==> config.mk <==
export PLATFORM = sky130hd
export DESIGN_NAME = stopwatch_bcd
export DESIGN_NICKNAME = d
export VERILOG_FILES = /design/src/rtl/stopwatch_pkg.sv /design/src/rtl/stopwatch_bcd_digit.sv /design/src/rtl/stopwatch_bcd.sv
export SDC_FILE = /design/constraint.sdc
export NUM_CORES = 1
export LEC_CHECK = 0
export BUFFER_PORTS_ARGS = -buffer_cell sky130_fd_sc_hd__buf_4
export CORE_MARGIN = 2
export CORE_UTILIZATION = 42
export CTS_CLUSTER_SIZE = 24
export DETAILED_ROUTE_END_ITERATION = 8
export MAX_ROUTING_LAYER = met4
export PLACE_DENSITY = 0.62
export SETUP_SLACK_MARGIN = 0.2
export SLEW_MARGIN = 20
export SYNTH_ARGS = -nofsm -noshare
export SYNTH_HDL_FRONTEND = slang
export SYNTH_SLANG_ARGS = --single-unit
==> constraint.sdc <==
create_clock -name clk -period 2.3 [get_ports clk]
set_input_delay 0.46 -clock clk [delete_from_list [all_inputs] [get_ports clk]]
set_output_delay 0.46 -clock clk [all_outputs]
set_load 0.05 [all_outputs]
==> src/rtl/stopwatch_pkg.sv <==
// Shared types and constants for the BCD stopwatch.
//   state_t : control FSM state (IDLE, RUN, PAUSE)
//   bcd_t   : one 4-bit BCD digit
//   SEC_LO_MOD / SEC_HI_MOD : moduli of the two seconds digits
package stopwatch_pkg;

    typedef enum logic [1:0] {
        IDLE  = 2'd0,
        RUN   = 2'd1,
        PAUSE = 2'd2
    } state_t;

    typedef logic [3:0] bcd_t;

    localparam int SEC_LO_MOD = 10;
    localparam int SEC_HI_MOD = 6;

endpackage

==> src/rtl/stopwatch_bcd_digit.sv <==
// bcd_digit: one mod-MOD BCD counter digit (MOD <= 10).
// Ports:
//   clk, rst_n : clock, asynchronous active-low reset
//   inc        : advance this digit by one this cycle
//   clr        : synchronous return to zero, overrides inc
//   value      : current digit value (registered)
//   carry      : inc while value is at its terminal value (MOD-1);
//                feeds the inc of the next more significant digit
module bcd_digit
    import stopwatch_pkg::*;
#(
    parameter int MOD = 10
) (
    input  logic clk,
    input  logic rst_n,
    input  logic inc,
    input  logic clr,
    output bcd_t value,
    output logic carry
);

    localparam bcd_t LAST = bcd_t'(MOD - 1);

    assign carry = inc && (value == LAST);

    always_ff @(posedge clk or negedge rst_n) begin
        if (!rst_n) begin
            value <= '0;
        end else if (clr) begin
            value <= '0;
        end else if (inc) begin
            value <= carry ? bcd_t'(0) : bcd_t'(value + 4'd1);
        end
    end

endmodule

==> src/rtl/stopwatch_bcd.sv <==
// stopwatch_bcd: MM:SS stopwatch counting upstream tick_en pulses in BCD.
// Optional feature: define STOPWATCH_LAP_EN to add the lap-freeze display
// (ports lap / lap_hold).
// Ports:
//   clk, rst_n  : clock, asynchronous active-low reset
//   tick_en     : one-cycle count pulse, counted only in RUN
//   start_stop  : one-cycle run/pause toggle
//   clear       : one-cycle return to zero and IDLE (highest priority)
//   digits      : {min_hi, min_lo, sec_hi, sec_lo} BCD
//   running     : high while the FSM is in RUN
//   wrap        : one-cycle pulse when the count rolls over to 00:00
//   lap         : (STOPWATCH_LAP_EN) toggles the frozen lap display in RUN
//   lap_hold    : (STOPWATCH_LAP_EN) high while digits show a frozen lap
//   state       : debug view of the control FSM state register
// Handshake: all control inputs are single-cycle pulses sampled on the
// rising edge; there is no backpressure, and a pulse that is not acted on
// in the cycle it is sampled is dropped, never queued.
module stopwatch_bcd
    import stopwatch_pkg::*;
#(
    parameter int MIN_MOD = 60
) (
    input  logic        clk,
    input  logic        rst_n,
    input  logic        tick_en,
    input  logic        start_stop,
    input  logic        clear,
    output logic [15:0] digits,
    output logic        running,
    output logic        wrap,
`ifdef STOPWATCH_LAP_EN
    input  logic        lap,
    output logic        lap_hold,
`endif
    output state_t      state
);

    localparam bcd_t MIN_HI_LAST = bcd_t'((MIN_MOD - 1) / 10);
    localparam bcd_t MIN_LO_LAST = bcd_t'((MIN_MOD - 1) % 10);
    localparam int   MIN_HI_MOD  = (MIN_MOD - 1) / 10 + 1;

    state_t state_q;
    state_t state_next;

    logic count_tick;
    logic rollover;
    logic digit_clr;
    logic running_q;
    logic wrap_q;

    bcd_t sec_lo;
    bcd_t sec_hi;
    bcd_t min_lo;
    bcd_t min_hi;
    logic sec_lo_carry;
    logic sec_hi_carry;
    logic min_lo_carry;
    logic min_hi_carry;
    logic [15:0] live;

    // ---------------- control FSM ----------------
    always_ff @(posedge clk or negedge rst_n) begin
        if (!rst_n) begin
            state_q <= IDLE;
        end else begin
            state_q <= state_next;
        end
    end

    always_comb begin
        state_next = state_q;
        if (clear) begin
            state_next = IDLE;
        end else if (start_stop) begin
            case (state_q)
                IDLE:    state_next = RUN;
                RUN:     state_next = PAUSE;
                PAUSE:   state_next = RUN;
                default: state_next = IDLE;
            endcase
        end
    end

    // A tick counts only if the registered state is RUN; a simultaneous
    // start_stop out of RUN still lets this last tick through.
    assign count_tick = tick_en && (state_q == RUN) && !clear;

    // ---------------- digit chain ----------------
    // Minutes roll over at MIN_MOD-1, which need not coincide with min_hi's
    // own terminal value; the min_hi carry covers MIN_MOD multiples of ten
    // and is redundant with the explicit compare there.
    assign rollover  = (sec_hi_carry && (min_hi == MIN_HI_LAST) && (min_lo == MIN_LO_LAST))
                     || min_hi_carry;
    assign digit_clr = clear || rollover;

    bcd_digit #(.MOD(SEC_LO_MOD)) u_sec_lo (
        .clk   (clk),
        .rst_n (rst_n),
        .inc   (count_tick),
        .clr   (digit_clr),
        .value (sec_lo),
        .carry (sec_lo_carry)
    );

    bcd_digit #(.MOD(SEC_HI_MOD)) u_sec_hi (
        .clk   (clk),
        .rst_n (rst_n),
        .inc   (sec_lo_carry),
        .clr   (digit_clr),
        .value (sec_hi),
        .carry (sec_hi_carry)
    );

    bcd_digit #(.MOD(10)) u_min_lo (
        .clk   (clk),
        .rst_n (rst_n),
        .inc   (sec_hi_carry),
        .clr   (digit_clr),
        .value (min_lo),
        .carry (min_lo_carry)
    );

    bcd_digit #(.MOD(MIN_HI_MOD)) u_min_hi (
        .clk   (clk),
        .rst_n (rst_n),
        .inc   (min_lo_carry),
        .clr   (digit_clr),
        .value (min_hi),
        .carry (min_hi_carry)
    );

    assign live = {min_hi, min_lo, sec_hi, sec_lo};

    // ---------------- status outputs ----------------
    // running follows state_next so it flips on the same edge as state_q.
    always_ff @(posedge clk or negedge rst_n) begin
        if (!rst_n) begin
            running_q <= 1'b0;
            wrap_q    <= 1'b0;
        end else begin
            running_q <= (state_next == RUN);
            wrap_q    <= rollover && !clear;
        end
    end

    assign running = running_q;
    assign wrap    = wrap_q;
    assign state   = state_q;

`ifdef STOPWATCH_LAP_EN
    logic        lap_hold_q;
    logic [15:0] frozen_q;

    // The first lap snapshots the live count; the second releases it.
    // The internal count keeps running underneath either way.
    always_ff @(posedge clk or negedge rst_n) begin
        if (!rst_n) begin
            lap_hold_q <= 1'b0;
            frozen_q   <= '0;
        end else if (clear) begin
            lap_hold_q <= 1'b0;
            frozen_q   <= '0;
        end else if (lap && (state_q == RUN)) begin
            lap_hold_q <= !lap_hold_q;
            if (!lap_hold_q) begin
                frozen_q <= live;
            end
        end
    end

    assign lap_hold = lap_hold_q;
    assign digits   = lap_hold_q ? frozen_q : live;
`else
    assign digits = live;
`endif

endmodule

==> flow_metrics.env, run 1 <==
export IMPL_syn_avg_cell_area_um2=10.0
export IMPL_synth_edf_count=0
export IMPL_dr_first_iter_drc_count=24
export IMPL_setup_violations=0
export IMPL_post_route_min_period_ns=1.90
export IMPL_postSynthCellCount=112
export IMPL_fmax_mhz=526
export IMPL_dp_slack_ns=0.303
export IMPL_worstPathRequired_ns=2.54
export IMPL_reg2reg_slack_ns=0.40
export IMPL_wl_per_cell_um=13.9
export IMPL_power_density_nw_per_um2=521
export IMPL_fillers=218
export IMPL_ys_seq_elements=20
export IMPL_portBuffers=24
export IMPL_ys_flop_type="dfrtp_1"
export IMPL_wirelength_um=2340
export IMPL_antenna_found_initial=0
export IMPL_critPathCaptureType="flop"
export IMPL_grt_overflow_total=0
export IMPL_place_area_um2=1330
export IMPL_leakagePower_uw=0.000615
export IMPL_finClkSkew_ns=0.00790
export IMPL_crit_cells=6
export IMPL_period_share_pct=82.7
export IMPL_coreArea_um2=2500
export IMPL_timing_critical_path_max_delay_family="simple AND/OR/NAND/NOR gates"
export IMPL_placementRows=18
export IMPL_finalHoldViolations=0
export IMPL_critPathSlowestCell="or4_1"
export IMPL_dieHeight_um=55.7
export IMPL_cts_buffers=3
export IMPL_seq_area_frac_synth_pct=44.6
export IMPL_drc=0
export IMPL_maxCapViolCount=0
export IMPL_worstPathMaxFanout=7
export IMPL_postRouteAntennaNets=0
export IMPL_place_gp_congestion=0.808
export IMPL_startpoint="u_sec_hi.value[1]"
export IMPL_yosysWarnings=0
export IMPL_clock_root_buffer="clkbuf_4"
export IMPL_die_x_um=55.7
export IMPL_slew_headroom_pct=73.3
export IMPL_cts_tree="built"
export IMPL_dieArea_um2=3100
export IMPL_worstPathCellList="inv_1 > ha_1 > and3b_1 > nand4_4 > or4_1 > a21oi_1"
export IMPL_worst_slew_pin_slew_ns=0.400
export IMPL_synthesis_nets=125
export IMPL_final_area_um2=1390
export IMPL_initial_core_util_pct=44.8
export IMPL_status="finished clean"
export IMPL_nNetsFinal=152
export IMPL_worstSkewPairLatency_ns=0.30
export IMPL_hp_class="input port to async pin"
export IMPL_async_flop_share_pct=100
export IMPL_clk_path_buf_depth=2
export IMPL_ys_types=30
export IMPL_worst_setup_path_type="flop to flop"
export IMPL_first_pass_iters=4
export IMPL_post_drt_via_cell_ratio=5.56
export IMPL_rsz0062_at_grt="no"
export IMPL_r2r_start="u_sec_hi.value[1]"
export IMPL_hold_buffers=0
export IMPL_slowest_delay_ns=0.49
export IMPL_syn_to_final_growth_pct=23.5
export IMPL_diodes=0
export IMPL_drv_slew=0
export IMPL_fin_tns_setup_ns=0
export IMPL_vias=934
export IMPL_grtUsageTotal_pct=15.9
export IMPL_reg2reg_depth=6
export IMPL_timing_rr_end="u_min_hi.value[3]"
export IMPL_path_buf_inv=1
export IMPL_io_pin_count=25
export IMPL_dp_hpwl_um=1690
export IMPL_peakVddDrop_mv=0.359
export IMPL_htree_levels=1
export IMPL_grt_pass1_wl_um=3910
export IMPL_grt_pass1_vias=863
export IMPL_crit_path_end="u_min_hi.value[3]"
export IMPL_path_clk_slew_ns=0.13
export IMPL_grt_max_degree=21
export IMPL_crit_path_start_kind="flop"
export IMPL_crit_arrival_ns=2.14
export IMPL_drive_above_1_share_pct=25.4
export IMPL_setup_ws_ns=0.398
export IMPL_clkSinkCount=20
export IMPL_synth_area_um2=1120
-- synth_stat cells (3+ instances only) --
library cell	count	area, µm²
a21oi_1	14	70.1
and3b_1	3	26.3
dfrtp_1	20	500
ha_1	8	100
inv_1	4	15.0
nand2_1	5	18.8
nand3_1	3	15.0
nand3b_1	6	45.0
nor2_1	8	30.0
nor3_1	5	25.0
o21ai_0	3	15.0
o21ai_1	4	20.0
or3_1	4	25.0
or4_1	3	22.5
-- power by group --
part / switching [µW] / internal, µW / leakage (µW)
clock network: 118 / 176 / 0.0000279
logic: 44.0 / 21.5 / 0.000310
registers: 5.60 / 357 / 0.000277
-- registers in the layout (all words and copies together), names as in the netlist --
name / flops
state: 2
running: 1
u_sec_lo.value: 4
wrap: 1
u_min_lo.value: 4
u_sec_hi.value: 4
u_min_hi.value: 4
-- cell usage in the layout, fill, tap and decap left out, types with 3 or more instances in the layout --
cell type,n
nand3b_1,6
nor3_1,5
ha_1,8
nor2_1,8
dfrtp_1,20
inv_1,4
a21oi_1,14
or3_1,4
buf_4,25
clkbuf_4,3
nand3_1,3
o21ai_0,3
or4_1,3
nand2_1,5
o21ai_1,4
-- per-stage QoR --
step / std cells / power, µW / hold WS, ns / utilization, %
2_1_floorplan: 112 / 407 / 0.164 / -
3_3_place_gp: 164 / 435 / 0.356 / 53.3
3_5_place_dp: 164 / 435 / 0.357 / 53.3
4_1_cts: 168 / 729 / 0.0121 / 55.4
5_1_grt: 168 / 744 / 0.0160 / 55.4
6_report: 168 / 722 / 0.00907 / 55.4
-- metal layers --
layer  GRT usage [%]  share of wire [%]
met5               -                  0
met4            4.53               0.81
met3            2.56                3.4
met2            25.2                 47
met1            21.2                 48
-- layout make-up --
cell class | count | area, µm² | area share (%)
repair buffers | 25 | 188 | 13.6
multi-input cells | 84 | 588 | 42.5
clock inverters | 1 | 30.0 | 2.17
clock buffers | 3 | 22.5 | 1.63
inverters | 5 | 18.8 | 1.36
flip-flops and latches | 20 | 500 | 36.1
well taps | 30 | 37.5 | 2.71
-- worst min path at each step --
| stage | from | end | slack, ns | cells after the start |
|---|---|---|---|---|
| after global placement | rst_n | u_sec_hi.value[3] | 0.36 | 1 |
| final | rst_n | u_min_hi.value[2] | 0.009 | 1 |
| after CTS | rst_n | u_sec_lo.value[0] | 0.01 | 1 |
| after floorplan | rst_n | running | 0.16 | 0 |
| after global routing | rst_n | u_min_lo.value[0] | 0.02 | 1 |
| after detailed placement | rst_n | u_sec_hi.value[3] | 0.36 | 1 |
-- cell families (layout without fill, tap and decap cells) --
family                     after synthesis  count (layout)  share of synthesized area, %
xor gates and xnor gates                 2               2                          1.56
AOI/OAI and AO/OA                       24              24                          11.7
DFF                                     20              20                          44.6
adders and majority gates                8               8                          8.93
and+or+nand+nor                         50              50                          30.1
buffers and inverters                    8              34                          3.01
-- repair_timing --
item,in CTS,in global routing
buffers inserted,0,0
resized for setup,0,1
endpoints found under the hold margin,0,0
setup endpoints to repair,0,3
(Power assumes the default switching activity.)
==> run 2, diff against run 1 <==
clock period = 1.8 ns   (was 2.3 ns; I/O delays follow)
==> run 2 against run 1 <==
  * Final cell count is 12% higher
  * Critical endpoint is now u_min_lo.value[2]
  * Via count increased by 12%
  * Register-to-register slack got worse by 0.28 ns
  * Clock power decreased by 24%
==> flow_metrics.env, run 2 (synthesis results as in run 1) <==
export IMPL_status="finished clean"
export IMPL_worstSkewPairLatency_ns=0.29
export IMPL_placementRows=18
export IMPL_final_core_util_pct=64.1
export IMPL_min_to="state[0]"
export IMPL_crit_arrival_ns=1.91
export IMPL_slew_headroom_pct=75.1
export IMPL_critPathSlowestCell="or4_4"
export IMPL_reg2reg_depth=6
export IMPL_path_buf_inv=1
export IMPL_setup_ws_ns=0.120
export IMPL_worst_setup_path_type="flop to flop"
export IMPL_vias=1043
export IMPL_rsz0062_at_grt="yes"
export IMPL_postRouteAntennaNets=0
export IMPL_dieHeight_um=55.7
export IMPL_fin_tns_setup_ns=0
export IMPL_peakVddDrop_mv=0.351
export IMPL_portBuffers=24
export IMPL_timing_rr_end="u_min_lo.value[2]"
export IMPL_grt_overflow_total=0
export IMPL_worstPathMaxFanout=4
export IMPL_layout_cells_most_common="buf_4"
export IMPL_dr_first_iter_drc_count=13
export IMPL_maxCapViolCount=0
export IMPL_critPathCaptureType="flop"
export IMPL_crit_path_start_kind="flop"
export IMPL_slowest_delay_ns=0.49
export IMPL_finalHoldViolations=0
export IMPL_nNetsFinal=172
export IMPL_cts_buffers=3
export IMPL_post_route_min_period_ns=1.68
export IMPL_antenna_found_initial=0
export IMPL_grt_pass1_vias=980
export IMPL_wirelength_um=2690
export IMPL_drive_above_1_share_pct=49.4
export IMPL_diodes=0
export IMPL_final_area_um2=1600
export IMPL_htree_levels=1
export IMPL_clock_root_buffer="clkbuf_4"
export IMPL_whs_path_depth=3
export IMPL_fillers=206
export IMPL_multi_input_area_um2=653
export IMPL_worstPathRequired_ns=2.03
export IMPL_dieArea_um2=3100
export IMPL_wl_per_cell_um=14.3
export IMPL_path_clk_slew_ns=0.12
export IMPL_die_x_um=55.7
export IMPL_initial_core_util_pct=44.8
export IMPL_dp_hpwl_um=1800
export IMPL_clk_path_buf_depth=2
export IMPL_post_drt_via_cell_ratio=5.55
export IMPL_dp_slack_ns=0.0160
export IMPL_fmax_mhz=595
export IMPL_power_density_nw_per_um2=488
export IMPL_period_share_pct=93.3
export IMPL_r2r_start="u_sec_lo.value[1]"
export IMPL_coreArea_um2=2500
export IMPL_grt_max_degree=21
export IMPL_place_gp_congestion=0.815
export IMPL_first_pass_iters=4
export IMPL_seqCellArea_um2=512
export IMPL_cts_tree="built"
export IMPL_syn_to_final_growth_pct=43.0
export IMPL_grtUsageTotal_pct=17.8
export IMPL_timing_critical_path_max_delay_family="simple AND/OR/NAND/NOR gates"
export IMPL_finClkSkew_ns=0.00587
export IMPL_reg2reg_slack_ns=0.12
export IMPL_drv_slew=0
export IMPL_setup_violations=0
export IMPL_drc=0
export IMPL_clkSinkCount=20
export IMPL_worstPathCellList="inv_2 > ha_4 > and3b_2 > nand3_4 > or4_4 > a21oi_2"
export IMPL_io_pin_count=25
export IMPL_grt_pass1_wl_um=4380
export IMPL_leakagePower_uw=0.000697
export IMPL_worst_slew_pin_slew_ns=0.370
export IMPL_layout_common_cells="buf_4 (40), a21oi_1 (11), dfrtp_1 (11)"
export IMPL_min_delay_start="start_stop"
export IMPL_hp_class="input port to flop"
export IMPL_place_area_um2=1440
[run 2: cell count changes in the layout (fill, tap and decap cells not counted), moves of 3 or more]
cell | before | now
a21oi_1 | 14 | 11
a21oi_2 | 0 | 3
buf_4 | 25 | 40
buf_6 | 0 | 4
dfrtp_1 | 20 | 11
dfrtp_2 | 0 | 9
ha_1 | 8 | 5
inv_1 | 4 | 1
inv_2 | 0 | 3
[run 2: tightest hold or removal path: cells and delay by family]
| kind | cells | cell delay (ns) |
|---|---|---|
| AND/OR/NAND/NOR | 1 | 0.09 |
| buffers and inverters | 1 | 0.09 |
| XOR/XNOR | 1 | 0.07 |
[run 2: worst max-delay path by stage]
| stage | startpoint | to | cells after the start |
|---|---|---|---|
| 3_5_place_dp | u_sec_lo.value[1] | u_min_lo.value[2] | 6 |
| 5_1_grt | u_sec_lo.value[1] | u_min_lo.value[2] | 6 |
| 2_1_floorplan | u_sec_lo.value[1] | u_min_hi.value[3] | 7 |
| 3_3_place_gp | u_sec_lo.value[1] | u_min_lo.value[2] | 6 |
| 4_1_cts | u_sec_lo.value[1] | u_min_lo.value[2] | 6 |
| 6_report | u_sec_lo.value[1] | u_min_lo.value[2] | 6 |
[run 2: area by class of cell]
| class | count | area share [%] |
|---|---|---|
| Multi-Input combinational cell | 84 | 40.7 |
| Timing Repair Buffer | 45 | 22.2 |
| Tap cell | 30 | 2.34 |
| Clock buffer | 4 | 1.64 |
| Sequential cell | 20 | 31.9 |
| Inverter | 5 | 1.17 |
[run 2: layer usage]
layer	global-route usage [%]	up-vias	routed length (µm)
met5	-	-	0
met4	5.23	0	28
met3	2.56	4	99
met2	29.9	20	1350
met1	22.4	516	1210
li1	-	503	-
[run 2: repair_timing]
item,4_1_cts,5_1_grt
resized for setup,3,14
pin swaps,7,6
setup endpoints to repair,8,14
setup buffers,9,1
endpoints found under the hold margin,20,0
hold buffers,1,0
[run 2: where the power goes]
part	internal, µW	switching [µW]
clock	86.1	137
combinational	35.7	60.7
sequential	457	6.10
total	578	204
[run 2: through the flow]
step | total power [µW] | hold slack (ns) | std cells
floorplan | 522 | 0.0644 | 112
CTS | 790 | 0.348 | 187
finish | 782 | 0.354 | 188
global placement | 563 | 0.256 | 173
detailed placement | 564 | 0.260 | 173
global route | 822 | 0.355 | 188
==> run 3, diff against run 2 <==
CORE_MARGIN = 4   (was 2)
PLACE_DENSITY = 0.71   (was 0.62)
==> run 3 against run 2 <==
  * Die area up 15%
  * Flip-flop and latch count unchanged
  * Clock skew hardly changed
  * Maximum frequency down 1.4%
  * Non-clock buffer count grew 6
  * Critical path depth decreased by 1
  * Cell area rose by 9.1%
  * Sequential power is essentially flat
==> flow_metrics.env, run 3 (synthesis results as in run 1) <==
export IMPL_status="finished clean"
export IMPL_drc=0
export IMPL_rsz0062_at_grt="yes"
export IMPL_worstSkewPairLatency_ns=0.31
export IMPL_worst_slew_pin_slew_ns=0.300
export IMPL_reg2reg_slack_ns=0.1
export IMPL_coreArea_um2=2520
export IMPL_min_to="state[0]"
export IMPL_hp_class="input port to flop"
export IMPL_timing_critical_path_max_delay_family="simple AND/OR/NAND/NOR gates"
export IMPL_grt_overflow_total=0
export IMPL_htree_levels=1
export IMPL_dieArea_um2=3560
export IMPL_dp_cells=176
export IMPL_reg2reg_depth=5
export IMPL_drive_above_1_share_pct=59.1
export IMPL_initial_core_util_pct=44.4
export IMPL_io_pin_count=25
export IMPL_post_drt_via_cell_ratio=5.53
export IMPL_crit_arrival_ns=1.95
export IMPL_whs_path_depth=3
export IMPL_worstPathMaxFanout=4
export IMPL_worst_setup_path_type="flop to flop"
export IMPL_syn_to_final_growth_pct=56.0
export IMPL_peakVddDrop_mv=0.420
export IMPL_cts_buffers=3
export IMPL_finalPower_uw=950
export IMPL_grtUsageTotal_pct=17.9
export IMPL_placementRows=18
export IMPL_setup_violations=0
export IMPL_grt_pass1_wl_um=4640
export IMPL_timing_hold_ws_ns=0.323
export IMPL_layout_cells_most_common="buf_4"
export IMPL_antenna_found_initial=0
export IMPL_fillers=193
export IMPL_vias=1073
export IMPL_drv_slew=0
export IMPL_grt_pass1_vias=1005
export IMPL_diodes=0
export IMPL_timing_rr_end="u_sec_hi.value[3]"
export IMPL_wl_per_cell_um=15.5
export IMPL_maxCapViolCount=0
export IMPL_r2r_start="u_sec_hi.value[0]"
export IMPL_slowest_delay_ns=0.50
export IMPL_critPathSlowestCell="or4_4"
export IMPL_clock_root_buffer="clkbuf_4"
export IMPL_finalHoldViolations=0
export IMPL_min_delay_start="start_stop"
export IMPL_dieHeight_um=59.7
export IMPL_grt_max_degree=21
export IMPL_power_density_nw_per_um2=543
export IMPL_dp_hpwl_um=1890
export IMPL_fin_cells=194
export IMPL_clkSinkCount=20
export IMPL_crit_path_start_kind="flop"
export IMPL_wirelength_um=3010
export IMPL_portBuffers=24
export IMPL_first_pass_iters=4
export IMPL_postRouteAntennaNets=0
export IMPL_clk_path_buf_depth=2
export IMPL_slew_headroom_pct=79.8
export IMPL_post_route_min_period_ns=1.70
export IMPL_leakagePower_uw=0.000750
export IMPL_fmax_mhz=587
export IMPL_path_buf_inv=1
export IMPL_cts_tree="built"
export IMPL_nNetsFinal=178
export IMPL_path_clk_slew_ns=0.13
export IMPL_finClkSkew_ns=0.00552
export IMPL_dr_first_iter_drc_count=48
export IMPL_worstPathCellList="ha_4 > and3b_2 > buf_6 > or4_4 > a21oi_2"
export IMPL_worstPathRequired_ns=2.05
export IMPL_critPathCaptureType="flop"
export IMPL_period_share_pct=94.7
export IMPL_die_x_um=59.7
export IMPL_layout_common_cells="buf_4 (45), dfrtp_1 (11), dfrtp_2 (9)"
export IMPL_place_gp_congestion=0.817
-- run 3: cell count changes in the layout (fill, tap and decap cells not counted), moves of 2 or more --
cell     previous run  this run
buf_4              40        45
or3_4               1         3
or3_1               3         1
a21oi_1            11         6
a21oi_2             3         8
nor2_4              0         3
nor2_1              8         5
-- run 3: power by group --
part	total, µW	switching [µW]	internal (µW)
Clock	382	157	225
Combinational	104	64.3	39.8
Sequential	464	6.86	457
Total	950	228	722
-- run 3: layout make-up --
type                            instances  area (µm²)  share of cell area, %
Sequential cell                        20         512                   29.3
Multi-Input combinational cell         84         721                   41.2
Clock buffer                            3        22.5                   1.29
Clock inverter                          1        30.0                   1.72
Tap cell                               30        37.5                   2.15
Timing Repair Buffer                   51         408                   23.3
Inverter                                5        18.8                   1.07
-- run 3: tightest hold or removal path: stages --
cell	delay (ns)
buf_4	0.09
xnor2_1	0.07
nor2_1	0.08
-- run 3: layer usage --
layer  vias to the layer above  GRT usage [%]  wire [µm]
li1                        518              -          -
met1                       538           22.0       1290
met2                        15           29.5       1620
met3                         2           2.59         78
met4                         0           6.65         19
met5                         -              -          0
-- run 3: what timing repair did --
item,CTS,global route
gates resized for setup,7,27
endpoints found under the hold margin,20,0
endpoints found under the setup margin,14,14
buffers inserted,6,7
pin swaps,7,13
hold buffers,1,0
-- run 3: how the worst max path moves through the flow --
| stage | from | to | slack (ns) | cells after the start |
|---|---|---|---|---|
| 2_1_floorplan | u_sec_lo.value[1] | u_min_hi.value[3] | -0.02 | 7 |
| 3_3_place_gp | u_sec_lo.value[1] | u_sec_hi.value[3] | 0.07 | 6 |
| 3_5_place_dp | u_sec_lo.value[1] | u_sec_hi.value[3] | 0.04 | 6 |
| 4_1_cts | u_sec_lo.value[1] | u_sec_hi.value[3] | 0.14 | 6 |
| 5_1_grt | u_sec_hi.value[0] | u_sec_hi.value[3] | 0.03 | 5 |
| 6_report | u_sec_hi.value[0] | u_sec_hi.value[3] | 0.1 | 5 |
-- run 3: through the flow --
step	area (µm²)	setup slack [ns]	TNS, ns	util, %
floorplan	1160	-0.0222	-0.0364	-
global placement	1460	0.0732	0	57.8
detailed placement	1460	0.0421	0	57.8
CTS	1590	0.144	0	63.0
global route	1750	0.0319	0	69.3
finish	1750	0.0954	0	69.3
